**src/rtl/rv32i_alu_arbiter_pkg.sv**
```systemverilog
// Shared types and helpers for the two-port ALU arbiter.
package rv32i_alu_arbiter_pkg;

    localparam int NPORTS = 2;
    localparam int OP_W   = 4;
    localparam int FLAG_W = 3;

    typedef struct packed {
        logic equal;
        logic less;
        logic less_signed;
    } rsp_flags_t;

    // last = port granted most recently; the other port wins a tie.
    function automatic logic [1:0] rr_pick(logic [1:0] elig, logic last);
        logic [1:0] g;
        g[0] = elig[0] & (~elig[1] | last);
        g[1] = elig[1] & (~elig[0] | ~last);
        return g;
    endfunction

endpackage

```
**src/rtl/rv32i_alu_ops.sv**
```systemverilog
// RV32I ALU operation encodings shared by decode, the ALU and the
// ALU port arbiter.
package rv32i_alu_ops;

    typedef enum logic [3:0] {
        ALU_ADD  = 4'b0000,
        ALU_SLL  = 4'b0001,
        ALU_SLT  = 4'b0010,
        ALU_SLTU = 4'b0011,
        ALU_XOR  = 4'b0100,
        ALU_SRL  = 4'b0101,
        ALU_OR   = 4'b0110,
        ALU_AND  = 4'b0111,
        ALU_SUB  = 4'b1000,
        ALU_SRA  = 4'b1101
    } alu_op_e;

endpackage

```
**src/rtl/rv32i_alu_rsp_slot.sv**
```systemverilog
// Per-port response buffer: tracks the in-flight op and holds its
// result until the requester takes it.
module rv32i_alu_rsp_slot
    import rv32i_alu_arbiter_pkg::*;
#(
    parameter int XLEN = 32
) (
    input  logic              clk_i,
    input  logic              rst_n_i,
    input  logic              issue_i,
    input  logic              flush_i,
    input  logic              ret_valid_i,
    input  logic [XLEN-1:0]   ret_result_i,
    input  logic [FLAG_W-1:0] ret_flags_i,
    input  logic              rsp_ready_i,
    output logic              inflight_o,
    output logic              rsp_valid_o,
    output logic [XLEN-1:0]   rsp_result_o,
    output logic [FLAG_W-1:0] rsp_flags_o
);

    logic              inflight_q;
    logic              valid_q;
    logic [XLEN-1:0]   result_q;
    logic [FLAG_W-1:0] flags_q;
    logic              discard;
    logic              fill;

    // A flush in the return cycle drops the result.
    assign discard = flush_i;
    assign fill    = inflight_q & ret_valid_i & ~discard;

    always_ff @(posedge clk_i or negedge rst_n_i) begin
        if (!rst_n_i) begin
            inflight_q <= 1'b0;
            valid_q    <= 1'b0;
            result_q   <= '0;
            flags_q    <= '0;
        end else begin
            // The ALU answers one cycle after issue, so in-flight
            // lasts exactly one cycle whether or not it answered.
            inflight_q <= issue_i;
            if (fill) begin
                valid_q  <= 1'b1;
                result_q <= ret_result_i;
                flags_q  <= ret_flags_i;
            end else if (flush_i || rsp_ready_i) begin
                valid_q <= 1'b0;
            end
        end
    end

    assign inflight_o   = inflight_q;
    assign rsp_valid_o  = valid_q;
    assign rsp_result_o = result_q;
    assign rsp_flags_o  = flags_q;

endmodule

```
**src/rtl/rv32i_alu_arbiter.sv**
```systemverilog
// Round-robin arbiter sharing one single-cycle ALU between the execute
// port (0) and the address/branch port (1).
module rv32i_alu_arbiter
    import rv32i_alu_ops::*;
    import rv32i_alu_arbiter_pkg::*;
#(
    parameter int XLEN = 32
) (
    input  logic              clk_i,
    input  logic              rst_n_i,
    input  logic [1:0]        req_valid_i,
    output logic [1:0]        req_ready_o,
    input  logic [7:0]        req_op_i,
    input  logic [2*XLEN-1:0] req_a_i,
    input  logic [2*XLEN-1:0] req_b_i,
    input  logic [1:0]        flush_i,
    output logic [1:0]        rsp_valid_o,
    input  logic [1:0]        rsp_ready_i,
    output logic [2*XLEN-1:0] rsp_result_o,
    output logic [1:0]        rsp_equal_o,
    output logic [1:0]        rsp_less_o,
    output logic [1:0]        rsp_less_signed_o,
    output logic              alu_valid_o,
    output logic [3:0]        alu_op_o,
    output logic [XLEN-1:0]   alu_a_o,
    output logic [XLEN-1:0]   alu_b_o,
    output logic              alu_clear_o,
    input  logic              alu_valid_i,
    input  logic [XLEN-1:0]   alu_result_i,
    input  logic              alu_equal_i,
    input  logic              alu_less_i,
    input  logic              alu_less_signed_i,
    output logic              err_o
);

    logic [1:0] inflight;
    logic [1:0] elig;
    logic [1:0] gnt;
    logic       last_q;
    logic       clear_q;
    logic       err_q;
    rsp_flags_t ret_flags;
    rsp_flags_t slot_flags [NPORTS];

    assign elig = req_valid_i & ~flush_i & ~inflight
                & (~rsp_valid_o | rsp_ready_i) & {2{~clear_q}};
    assign gnt  = rr_pick(elig, last_q);

    assign req_ready_o = gnt;
    assign alu_clear_o = clear_q;
    assign err_o       = err_q;

    assign ret_flags.equal       = alu_equal_i;
    assign ret_flags.less        = alu_less_i;
    assign ret_flags.less_signed = alu_less_signed_i;

    always_comb begin
        alu_valid_o = 1'b0;
        alu_op_o    = '0;
        alu_a_o     = '0;
        alu_b_o     = '0;
        unique case (1'b1)
            gnt[0]: begin
                alu_valid_o = 1'b1;
                alu_op_o    = req_op_i[3:0];
                alu_a_o     = req_a_i[XLEN-1:0];
                alu_b_o     = req_b_i[XLEN-1:0];
            end
            gnt[1]: begin
                alu_valid_o = 1'b1;
                alu_op_o    = req_op_i[7:4];
                alu_a_o     = req_a_i[2*XLEN-1:XLEN];
                alu_b_o     = req_b_i[2*XLEN-1:XLEN];
            end
            default: ;
        endcase
    end

    // last_q resets to port 1 so port 0 wins the first tie.
    always_ff @(posedge clk_i or negedge rst_n_i) begin
        if (!rst_n_i) begin
            last_q  <= 1'b1;
            clear_q <= 1'b1;
            err_q   <= 1'b0;
        end else begin
            clear_q <= 1'b0;
            if (|gnt) begin
                last_q <= gnt[1];
            end
            if (alu_valid_i ^ (|inflight)) begin
                err_q <= 1'b1;
            end
        end
    end

    for (genvar p = 0; p < NPORTS; p++) begin : g_slot
        rv32i_alu_rsp_slot #(
            .XLEN(XLEN)
        ) u_slot (
            .clk_i        (clk_i),
            .rst_n_i      (rst_n_i),
            .issue_i      (gnt[p]),
            .flush_i      (flush_i[p]),
            .ret_valid_i  (alu_valid_i),
            .ret_result_i (alu_result_i),
            .ret_flags_i  (ret_flags),
            .rsp_ready_i  (rsp_ready_i[p]),
            .inflight_o   (inflight[p]),
            .rsp_valid_o  (rsp_valid_o[p]),
            .rsp_result_o (rsp_result_o[p*XLEN +: XLEN]),
            .rsp_flags_o  (slot_flags[p])
        );

        assign rsp_equal_o[p]       = slot_flags[p].equal;
        assign rsp_less_o[p]        = slot_flags[p].less;
        assign rsp_less_signed_o[p] = slot_flags[p].less_signed;
    end

endmodule

```
**config.mk**
```make
export PLATFORM = sky130hd
export DESIGN_NAME = rv32i_alu_arbiter
export DESIGN_NICKNAME = d
export VERILOG_FILES = /design/src/rtl/rv32i_alu_arbiter_pkg.sv /design/src/rtl/rv32i_alu_ops.sv /design/src/rtl/rv32i_alu_rsp_slot.sv /design/src/rtl/rv32i_alu_arbiter.sv
export SDC_FILE = /design/constraint.sdc
export NUM_CORES = 1
export LEC_CHECK = 0
export CORE_AREA = 3 3 124 126
export DETAILED_ROUTE_END_ITERATION = 10
export DIE_AREA = 0 0 127 129
export MAX_ROUTING_LAYER = met4
export PLACE_DENSITY = 0.78
export SLEW_MARGIN = 30
export SYNTH_ARGS = -nofsm -noshare
export SYNTH_HDL_FRONTEND = slang
export SYNTH_SLANG_ARGS = --single-unit
```
**constraint.sdc**
```tcl
create_clock -name clk_i -period 3.17 [get_ports clk_i]
set_input_delay 0.4755 -clock clk_i [delete_from_list [all_inputs] [get_ports clk_i]]
set_output_delay 0.4755 -clock clk_i [all_outputs]
set_load 0.01 [all_outputs]
```
==> metrics.md, run 1 <==
| Metric | Value |
|---|---|
| Min Tclk post-route | 3.10 ns |
| Seq/Total Area, Yosys | 53.5% |
| Initial antenna violation count | 7 |
| CTS Buffer Depth | 2 |
| Post-Layout Cell Count | 781 |
| Post-synth EDFFs | 0 |
| FF+latch count, synth | 77 |
| LEAKAGE | 3.67 nW |
| Number of H-tree levels | 3 |
| RePlAce Congestion | 0.957 |
| FP Rows | 44 |
| Top FF cell, synth | dfrtp_1 |
| Critical path startpoint category | input pin |
| Worst EP arrival | 2.62 ns |
| Port Buffers | 324 |
| Post-DP HPWL | 13.9 mm |
| Max Clock Skew | 0.0107 ns |
| Clock transition at path regs | 0.06 ns |
| Setup CP Type | in -> out |
| Total CTS buffers | 9 |
| Most frequent CP cell | buf_4 |
| Hold Slack | 0.161 ns |
| Ratio of cells with drive above 1 in the final layout | 18.6% |
| Crit path buffers/inverters | 5 |
| GRT overflow | 0 |
| Mapped cell area | 3600 um^2 |
| Library cells used by synthesis | 26 |
| Slowest Stage Delay on Critical Path | 0.54 ns |
| Final setup vio count | 0 |
| Die H | 129 um |
| Post-synth ARST share | 100% |
| Critical Path End Type | output pin |
| Area contributors post-synth | dfrtp_1 (52%), mux2_2 (22%), a22o_1 (17%) |
| Number of global-route vias before repair | 3837 |
| Power Dens Cells | 490 nW/um^2 |
| Worst-Skew Late Latency | 0.33 ns |
| Tot GR Track Use | 19.8% |
| CP delay by family, top | buffers and inverters |
| Most frequent cell after synthesis | dfrtp_1 |
| RSZ-0062 raised after global routing | no |
| Ys Warns | 0 |
| Combined flip-flop and latch cell area | 1930 um^2 |
| Final WL | 16.8 mm |
| Worst Path Required | 2.69 ns |
| Drt initial violations | 90 |
| Fill count | 1265 |
| Top-area cell type share of the netlist area | 52.1% |
| DP Worst Slack | -0.108 ns |
| # hold bufs at CTS | 0 |
| Die area | 16400 um^2 |
| Setup slack after layout | 0.0730 ns |
| Final hold viol count | 0 |
| Worst hold path type | in -> async |
| Die Wd | 127 um |
| Drt wl/cell | 21.6 um |
| Slowest-stage cell, CP | or4b_4 |
| CTS root buf | clkbuf_16 |
| Largest net degree at the start of global routing | 78 |
| Placed cells | 755 |
| First-pass DRT Iterations | 4 |
| TritonCTS clock tree | yes |
| Status | complete, no violations |
| Multi-input logic area | 1550 um^2 |
| Final Max Tran Viols | 0 |
| Final critical-path share of the clock period | 97.7% |
| Vias per Instance | 4.67 |
| Clock sink total | 77 |
| Largest area contributor in the netlist | dfrtp_1 |
| Num ports | 325 |
| Area Growth Syn to Fin | 108% |
| Synthesized instance count | 262 |
| Worst Path Max Fanout | 5 |
| Top cells by count, synth | dfrtp_1 (75), mux2_2 (70), a22o_1 (68) |
| Worst slew pin tran | 0.677 ns |
| MaxCap Viol Count | 0 |
| NumNets Final | 765 |
| Max VDD drop | 0.000443 V |
| Fmax | 323 MHz |
| Critical path cell sequence | clkdlybuf4s50_1, or4b_4, a311oi_4, buf_6, buf_4, buf_4, a22o_1, dlygate4sd2_1 |
| Avg Cell Area, Syn | 13.8 um^2 |
| Starting Density | 25.0% |
| First-pass GRT wire length | 23.3 mm |
| Total number of vias | 3648 |
| Net Count, Synth | 442 |
| Residual DRC | 0 |
| Post-DRT Antenna Nets | 0 |
| Slew margin rel. | 54.9% |
| Core footprint | 14400 um^2 |
## stage by stage
| step | TNS (ns) | utilization (%) | total power, mW | cell area (um^2) |
|---|---|---|---|---|
| floorplan | 0 | - | 1.76 | 3600 |
| global placement | -1.44 | 49.2 | 2.64 | 7100 |
| detailed placement | -4.32 | 49.2 | 2.67 | 7100 |
| CTS | -0.309 | 51.1 | 3.72 | 7380 |
| global route | 0 | 51.9 | 3.85 | 7490 |
| finish | 0 | 51.9 | 3.67 | 7490 |
## state kept, by name, indices dropped and copies added, names as in the netlist
signal / flops
alu_clear_o: 1
err_o: 1
g_slot.u_slot.inflight_o: 2
g_slot.u_slot.rsp_flags_o: 6
g_slot.u_slot.rsp_result_o: 64
g_slot.u_slot.rsp_valid_o: 2
last_q: 1
## repair_timing
action	4_1_cts	5_1_grt
setup buffers	2	1
endpoints found under the setup margin	68	28
resized for setup	45	33
hold endpoints to repair	0	0
## worst register-to-register path, cell delays in order, from the launching register on
cell and delay (ns):
dfstp_2 0.39, or4b_4 0.58, a311oi_4 0.31, buf_6 0.19
buf_4 0.13, buf_4 0.10
## cell families (layout without fill, tap and decap cells)
kind of cell           Yosys count  count (layout)  share of synthesized area [%]
AOI/OAI and AO/OA               76              76                           18.3
other                            1               8                          0.104
muxes                           70              70                           21.9
and+or+nand+nor                 11              11                           2.22
buffers and inverters           27             355                           3.99
DFF                             77              77                           53.5
## where the power goes
group / leakage (nW) / internal [mW] / switching (mW)
sequential: 0.948 / 1.22 / 0.130
clock: 0.150 / 0.636 / 0.403
combinational: 2.57 / 0.839 / 0.446
total: 3.67 / 2.69 / 0.978
## worst paths after layout
| check | startpoint | to | slack (ns) | cells past startpoint |
|---|---|---|---|---|
| worst max register to register | alu_clear_o$_DFF_PN1_ | g_slot[1].u_slot.inflight_o$_DFF_PN0_ | 1.41 | 5 |
| worst max-delay path | flush_i[1] | alu_b_o[11] | 0.07 | 8 |
| max in group asynchronous | rst_n_i | err_o$_DFFE_PN0P_ | 2.54 | 1 |
| min in group clk_i | err_o$_DFFE_PN0P_ | err_o$_DFFE_PN0P_ | 0.48 | 1 |
| worst min register to register | err_o$_DFFE_PN0P_ | err_o$_DFFE_PN0P_ | 0.48 | 1 |
| worst min-delay path | rst_n_i | g_slot[1].u_slot.rsp_result_o[18]$_DFFE_PN0P_ | 0.16 | 1 |
## per-layer routing
metal | up-vias | routed length, um | share of wire [%] | GRT usage (%)
met5 | - | 0 | 0 | -
met4 | 0 | 444 | 2.6 | 7.07
met3 | 25 | 1750 | 10 | 8.72
met2 | 194 | 8520 | 51 | 32.4
met1 | 1777 | 6120 | 36 | 21.4
li1 | 1652 | - | - | -
## final cells by class
| type | count | share of cell area, % |
|---|---|---|
| clock inverters | 6 | 0.919 |
| diodes | 7 | 0.234 |
| well taps | 184 | 3.07 |
| multi-input cells | 158 | 20.7 |
| flip-flops and latches | 77 | 25.8 |
| repair buffers | 339 | 46.1 |
| clock buffers | 10 | 3.19 |
## layout by cell type, fill, tap and decap left out, types with 6 or more instances in the layout
cell             Yosys  layout
diode_2              0       7
mux2_2              70      70
clkdlybuf4s50_1      0     254
buf_4                6       8
dfrtp_1             75      75
dlygate4sd2_1        0      39
dlymetal6s2s_1       0      27
buf_12               0       6
clkbuf_16            0       9
a22o_1              68      68
Note: power is estimated with default switching activity, not from simulation.
==> inputs of run 2 (changes only) <==
--- a/config.mk
+++ b/config.mk
@@ -10,7 +10,7 @@
 export DIE_AREA = 0 0 127 129
 export MAX_ROUTING_LAYER = met4
 export PLACE_DENSITY = 0.78
-export SLEW_MARGIN = 30
+export SLEW_MARGIN = 20
 export SYNTH_ARGS = -nofsm -noshare
 export SYNTH_HDL_FRONTEND = slang
 export SYNTH_SLANG_ARGS = --single-unit
==> metrics.md, run 2 (synthesized netlist as in run 1, its figures left out) <==
| Metric | Value |
|---|---|
| Status | complete, no violations |
| TritonCTS clock tree | yes |
| Area Growth Syn to Fin | 108% |
| Largest net degree at the start of global routing | 78 |
| Clock sink total | 77 |
| Post-DRT Antenna Nets | 0 |
| Max Clock Skew | 0.0102 ns |
| Clock transition at path regs | 0.06 ns |
| FP Rows | 44 |
| Reg2reg start | alu_clear_o$_DFF_PN1_ |
| Min Tclk post-route | 3.10 ns |
| Worst Path Max Fanout | 5 |
| Multi-input logic area | 1550 um^2 |
| Total number of vias | 3640 |
| CTS root buf | clkbuf_16 |
| Worst slew pin tran | 0.924 ns |
| Number of global-route vias before repair | 3837 |
| Combined flip-flop and latch cell area | 1930 um^2 |
| Setup crit start | flush_i[1] |
| Die area | 16400 um^2 |
| Starting Density | 25.0% |
| Fin util | 51.9% |
| First-pass DRT Iterations | 4 |
| LEAKAGE | 3.66 nW |
| Largest register FFs | 64 |
| Commonest non-fill, non-tap cell in the layout | clkdlybuf4s50_1 |
| Worst EP arrival | 2.62 ns |
| RePlAce Congestion | 0.957 |
| CTS Buffer Depth | 2 |
| RSZ-0062 raised after global routing | no |
| Drt wl/cell | 21.5 um |
| Final Max Tran Viols | 0 |
| GRT overflow | 0 |
| R2R depth | 5 |
| Port Buffers | 324 |
| Drt initial violations | 91 |
| Setup CP Type | in -> out |
| Tot GR Track Use | 19.8% |
| Final WL | 16.8 mm |
| Most frequent cells in the layout | clkdlybuf4s50_1 (254), dfrtp_1 (75), mux2_2 (70) |
| Num ports | 325 |
| Slew margin rel. | 38.4% |
| Fmax | 323 MHz |
| MaxCap Viol Count | 0 |
| Final hold viol count | 0 |
| First-pass GRT wire length | 23.3 mm |
| Post-DP HPWL | 13.9 mm |
| Residual DRC | 0 |
| Fill count | 1265 |
| Area after DPL | 7100 um^2 |
| Worst-Skew Late Latency | 0.33 ns |
| Ratio of cells with drive above 1 in the final layout | 18.6% |
| Cell area after layout | 7480 um^2 |
| Worst Path Required | 2.69 ns |
| NumNets Final | 765 |
| Number of H-tree levels | 3 |
| Final critical-path share of the clock period | 97.7% |
| Hold Slack | 0.295 ns |
| Power Dens Cells | 491 nW/um^2 |
| Total CTS buffers | 9 |
| Die Wd | 127 um |
| Final setup vio count | 0 |
| Worst hold path type | in -> async |
| Critical Path End Type | output pin |
| Initial antenna violation count | 7 |
| Core footprint | 14400 um^2 |
| Vias per Instance | 4.66 |
| Die H | 129 um |
| Max VDD drop | 0.000442 V |
| Critical path startpoint category | input pin |
[run 2: cell counts in the layout (fill, tap and decap cells not counted)]
No cell type changed its count.
[run 2: final cells by class]
| cell class | instances | share of cell area [%] |
|---|---|---|
| Timing Repair Buffer | 339 | 46.0 |
| Multi-Input combinational cell | 158 | 20.7 |
| Clock buffer | 10 | 3.19 |
| Clock inverter | 6 | 0.920 |
| Antenna cell | 7 | 0.234 |
| Tap cell | 184 | 3.08 |
| Sequential cell | 77 | 25.8 |
[run 2: timing repair]
item / CTS / global route
setup endpoints to repair: 68 / 28
resized for setup: 45 / 33
gates cloned: 0 / 0
setup buffers: 2 / 1
pin swaps: 0 / 0
hold buffers: 0 / 0
[run 2: worst paths after layout]
check / to / slack, ns
hold reg to reg: err_o$_DFFE_PN0P_ / 0.48
setup reg to reg: g_slot[1].u_slot.inflight_o$_DFF_PN0_ / 1.41
setup / recovery: alu_b_o[11] / 0.07
hold / removal: g_slot[1].u_slot.rsp_result_o[21]$_DFFE_PN0P_ / 0.29
max in group asynchronous: g_slot[0].u_slot.rsp_valid_o$_DFFE_PN0P_ / 2.29
min in group clk_i: err_o$_DFFE_PN0P_ / 0.48
[run 2: per-stage QoR]
step                      setup TNS, ns  power (mW)  setup slack, ns  std cells
after floorplan                       0        1.76            0.829        262
final                                 0        3.67           0.0727        781
after global placement            -1.44        2.64          -0.0531        755
after global routing                  0        3.85          0.00172        781
after detailed placement          -4.32        2.67           -0.108        755
after CTS                        -0.309        3.72          -0.0528        773
[run 2: where the power goes]
part | leakage (nW) | internal (mW) | total [mW] | switching, mW
sequential | 0.948 | 1.22 | 1.35 | 0.129
clock | 0.150 | 0.636 | 1.04 | 0.403
combinational | 2.57 | 0.838 | 1.28 | 0.445
[run 2: metal layers]
| metal | up-vias | part of all wire (%) | global-route usage, % |
|---|---|---|---|
| li1 | 1651 | - | - |
| met5 | - | 0 | - |
| met4 | 0 | 2.6 | 7.07 |
| met3 | 23 | 10 | 8.72 |
| met2 | 193 | 50 | 32.4 |
| met1 | 1773 | 37 | 21.4 |
[run 2: critical path, cell delays in order]
cell	delay, ns
clkdlybuf4s50_1	0.45
or4b_4	0.54
a311oi_4	0.31
buf_6	0.19
buf_4	0.13
buf_4	0.12
a22o_1	0.13
dlygate4sd2_1	0.27
